### config.mk
export PLATFORM = sky130hd
export DESIGN_NAME = n_bit_register_with_tick
export DESIGN_NICKNAME = d
export VERILOG_FILES = /design/src/rtl/n_bit_register_with_tick.sv
export SDC_FILE = /design/constraint.sdc
export NUM_CORES = 1
export LEC_CHECK = 0
export CELL_PAD_IN_SITES_DETAIL_PLACEMENT = 1
export CELL_PAD_IN_SITES_GLOBAL_PLACEMENT = 2
export CORE_AREA = 4 4 64 48
export CTS_CLUSTER_DIAMETER = 200
export DETAILED_ROUTE_END_ITERATION = 10
export DIE_AREA = 0 0 68 52
export GPL_TIMING_DRIVEN = 0
export PLACE_DENSITY_LB_ADDON = 0.25
export SETUP_SLACK_MARGIN = 0.15
export SLEW_MARGIN = 5
export SYNTH_ARGS = -nofsm -noshare
export SYNTH_HDL_FRONTEND = slang
export SYNTH_SLANG_ARGS = --single-unit
export TNS_END_PERCENT = 50
### constraint.sdc
create_clock -name clk -period 1.4 [get_ports clk]
set_clock_uncertainty 0.15 [all_clocks]
set_input_delay 0.14 -clock clk [delete_from_list [all_inputs] [get_ports clk]]
set_output_delay 0.14 -clock clk [all_outputs]
set_load 0.01 [all_outputs]
### src/rtl/n_bit_register_with_tick.sv
// WIDTH-bit universal register (load/shift/rotate/clear/increment) updated on
// every DIV-th enabled clock edge, with a one-cycle tick after each update.
module n_bit_register_with_tick #(
    parameter int WIDTH = 4,
    parameter int DIV   = 4
) (
    input  logic             clk,
    input  logic             reset,
    input  logic             run,
    input  logic [2:0]       mode,
    input  logic [WIDTH-1:0] In,
    input  logic             sin,
    output logic [WIDTH-1:0] Out,
    output logic             co,
    output logic             tick
);
    localparam int CW = (DIV > 1) ? $clog2(DIV) : 1;

    typedef enum logic [2:0] {
        MODE_HOLD = 3'b000,
        MODE_LOAD = 3'b001,
        MODE_SHL  = 3'b010,
        MODE_SHR  = 3'b011,
        MODE_ROL  = 3'b100,
        MODE_ROR  = 3'b101,
        MODE_CLR  = 3'b110,
        MODE_INC  = 3'b111
    } mode_t;

    logic [CW-1:0]    r_div_cnt;
    logic [WIDTH-1:0] r_out;
    logic             r_co;
    logic             r_tick;
    logic             w_strobe;
    logic [WIDTH-1:0] w_next;
    logic             w_next_co;
    mode_t            w_mode;

    // With DIV=1 the compare is against 0, so the counter never leaves 0.
    assign w_strobe = run && (r_div_cnt == CW'(DIV - 1));
    assign w_mode   = mode_t'(mode);

    always_comb begin
        w_next    = r_out;
        w_next_co = 1'b0;
        case (w_mode)
            MODE_HOLD: begin
                w_next    = r_out;
                w_next_co = 1'b0;
            end
            MODE_LOAD: begin
                w_next    = In;
                w_next_co = 1'b0;
            end
            MODE_SHL: begin
                w_next    = {r_out[WIDTH-2:0], sin};
                w_next_co = r_out[WIDTH-1];
            end
            MODE_SHR: begin
                w_next    = {sin, r_out[WIDTH-1:1]};
                w_next_co = r_out[0];
            end
            MODE_ROL: begin
                w_next    = {r_out[WIDTH-2:0], r_out[WIDTH-1]};
                w_next_co = r_out[WIDTH-1];
            end
            MODE_ROR: begin
                w_next    = {r_out[0], r_out[WIDTH-1:1]};
                w_next_co = r_out[0];
            end
            MODE_CLR: begin
                w_next    = '0;
                w_next_co = 1'b0;
            end
            MODE_INC: begin
                w_next    = r_out + WIDTH'(1);
                w_next_co = &r_out;
            end
            default: begin
                w_next    = r_out;
                w_next_co = 1'b0;
            end
        endcase
    end

    always_ff @(posedge clk or negedge reset) begin
        if (!reset) begin
            r_div_cnt <= '0;
            r_out     <= '0;
            r_co      <= 1'b0;
            r_tick    <= 1'b0;
        end else begin
            r_tick <= w_strobe;
            if (run) begin
                r_div_cnt <= w_strobe ? '0 : r_div_cnt + CW'(1);
            end
            if (w_strobe) begin
                r_out <= w_next;
                r_co  <= w_next_co;
            end
        end
    end

    assign Out  = r_out;
    assign co   = r_co;
    assign tick = r_tick;
endmodule

==> metrics.csv <==
stage,metric,value,unit
pwr,Tot Pwr,1540,uW
layout,Syn-to-layout area delta,60.7,%
clock_tree,clock root buffer,clkbuf_4,
detailed_routing,Total Routed Length,1.78,mm
detailed_routing,Avg WL per Cell,14.5,um
worst_setup_path,"Arr. time, crit path",1.44,ns
outcome,failing checks,setup timing,
grt,GRT Total Usage,0.120,
clock_tree,Max clock buf depth,2,
pwr,Psw,596,uW
floorplan,die area,3540,um2
synth,dominant cell type by area after synthesis,dfrtp_1,
synth,Yosys cell types,34,
layout,share of cells above drive strength 1,0.404,
detailed_routing,# DRC,0,
clock_tree,hold_buf cts,0,
sta,Max Slew Vio Count,0,
worst_setup_path,Setup CP Type,register to register,
pwr,sequential share of power,0.264,
pwr,Max VDD drop,0.461,mV
synth,post-synth top area share,0.348,
grt,initial antenna violation count,0,
layout,Layout fillers,296,
detailed_routing,vias,581,
worst_setup_path,CP Capture Type,register,
grt,largest net degree at the start of global routing,11,
worst_setup_path,Critical Path Start Type,register,
detailed_routing,DR pass1 iterations,4,
placed_design,HPWL reported at the end of detailed placement,1.26,mm
grt,vias in the first global route,603,
detailed_routing,initial drt markers,12,
synth,"top cells by area, synth","dfrtp_1 (35%), mux2i_1 (5.2%), nor2_1 (4.6%)",
sta,fmax,0.706,GHz
worst_setup_path,"Data required, critical path",1.42,ns
placed_design,port bufs,15,
min_path,HP Class,primary input to asynchronous set/reset pin,
pwr,Pint,939,uW
floorplan,Initial Util,0.236,
synth,post-synthesis sequential area ratio,0.348,
grt,grt total ovfl,0,
floorplan,height of the die,52,um
layout,# diodes,0,
clock_tree,CTS Buf Count,3,
synth,register bit total from synthesis,8,
sta,RSZ-0062 raised after global routing,true,
placed_design,Setup Slack @ Placement,-0.374,ns
detailed_routing,DRT antenna net count,0,
layout,fin nets,104,
synth,Mapped Nets,75,
placed_design,routability cong.,0.729,
synth,Post-Syn Area,576,um2
sta,setup tns final,-0.0170,ns
flow_run,max-capacitance violation count,0,
sta,fin crit share,1.01,
grt,first-pass GRT wire length,3.00,mm
placed_design,dpl cells,111,
clock_tree,H-Tree Depth,1,
layout,Final Util,0.379,
sta,relative slew slack,0.689,
clock_tree,"CTS clk-pin slew, worst paths",0.05,ns
sta,setup ws final,-0.0170,ns
pwr,switch share,0.388,
detailed_routing,mean number of vias per cell,4.72,
synth,Syn Area/Cell,9.28,um2
pwr,P_leak,0.000382,uW
floorplan,Core Footprint,2440,um2
worst_setup_path,CP max FO,4,
synth,Synth warnings,0,
outcome,run status,finished with violations,
sta,Tmin final,1.42,ns
pwr,combinational cell fraction of total power,0.624,
sta,Final setup viols,1,
sta,worst slew pin tran,0.464,ns
floorplan,chip width,68,um
floorplan,Core Rows,15,
synth,cell count after synthesis,62,
pwr,Clk network pwr share,0.112,
sta,Final Hold Vio Count,0,
clock_tree,Skew-Pair Late Insertion Delay,0.25,ns
floorplan,IO Pins,17,
clock_tree,clk sink count,8,
pwr,Pwr Density,1660,nW/um2
clock_tree,CTS tree,yes,
layout,final std cells w/o fill,123,
## stage by stage
stage          hold WS [ns]  cell area, um2
2_1_floorplan        -0.306             591
3_3_place_gp          0.296             783
3_5_place_dp          0.295             783
4_1_cts              0.0267             903
5_1_grt              0.0397             925
6_report             0.0225             925
## cell families (layout without fill, tap and decap cells)
group                    Yosys count  in the layout  share of synthesized area
buffers and inverters              3             30                     0.0348
multiplexers                       4              4                     0.0717
AND/OR/NAND/NOR                   25             25                      0.237
XOR/XNOR                           1              1                     0.0152
AO/OA/AOI/OAI                     19             19                      0.250
flip-flops                         8              8                      0.348
adder cells (fa/ha/maj)            2              2                     0.0435
## registers in the layout (all words and copies together), names as in the netlist
name and flops:
tick 1, co 1, Out 4, r_div_cnt 2
## worst max-delay path: stages, from the launching register on
cell and delay, ns:
dfrtp_2 0.41, buf_4 0.16, buf_4 0.14, xnor2_1 0.12
o221ai_1 0.14, o21ai_1 0.09, o21ai_1 0.13
## synth_stat cells
cell       instances
dfrtp_1            8
nor2_1             7
nand2_1            4
o21ai_1            4
mux2i_1            3
nand2b_1           3
a21oi_1            2
ha_1               2
nand3_1            2
nor2b_1            2
o21ai_0            2
a211oi_1           1
a21boi_1           1
a221oi_2           1
a311oi_1           1
a32oi_1            1
and2_4             1
buf_2              1
buf_6              1
clkinv_1           1
mux2_2             1
nand2_2            1
nand2_4            1
nand3_2            1
nor3_1             1
nor4_1             1
o21ai_2            1
o221ai_1           1
o22ai_1            1
o2bb2ai_2          1
o31ai_1            1
o32a_1             1
or2_1              1
xnor2_1            1
## layout make-up
type | count | area (um2) | area share
Multi-Input combinational cell | 51 | 415 | 0.449
Timing Repair Buffer | 24 | 218 | 0.235
Clock buffer | 3 | 22.5 | 0.0244
Tap cell | 34 | 42.5 | 0.0460
Inverter | 1 | 5.00 | 0.00541
Buffer | 2 | 16.3 | 0.0176
Sequential cell | 8 | 205 | 0.222
## layer usage
metal / global-route usage / vias to the layer above / wire length, um
met5: 0 / - / 0
met3: 0.0497 / 4 / 76
met2: 0.154 / 17 / 748
li1: - / 284 / -
met4: 0.0462 / 0 / 26
met1: 0.172 / 276 / 930
## cell usage in the layout (no fill, tap or decap), drive strengths merged, types with 2 or more instances in the layout
cell type / n
nand2: 6
a21oi: 2
clkbuf: 3
nand2b: 3
nor2: 7
nor2b: 2
dlygate4sd2: 5
dfrtp: 8
nand3: 3
buf: 13
clkdlybuf4s50: 7
o21ai: 7
ha: 2
mux2i: 3
## final timing paths
path,endpoint,start,slack [ns],cells after the start
min in group clk,Out[3],mode[2],0.15,3
worst min register to register,r_div_cnt[0],r_div_cnt[0],0.34,1
worst max-delay path,Out[2],Out[2],-0.02,6
worst max register to register,Out[2],Out[2],-0.02,6
max in group asynchronous,Out[3],reset,0.78,1
worst min-delay path,r_div_cnt[0],reset,0.02,1
## power by group through the flow
stage          logic (uW)  clock network (uW)  registers (uW)
3_5_place_dp          613                   0             506
2_1_floorplan         321                   0             493
3_3_place_gp          601                   0             503
6_report              958                 172             406
5_1_grt              1050                 199             422
4_1_cts               892                 182             407
## timing repair
item | CTS | global route
endpoints found under the setup margin | 11 | 9
resized for setup | 21 | 4
buffers inserted | 7 | 2
pin swaps | 2 | 4
(Power assumes the default switching activity.)
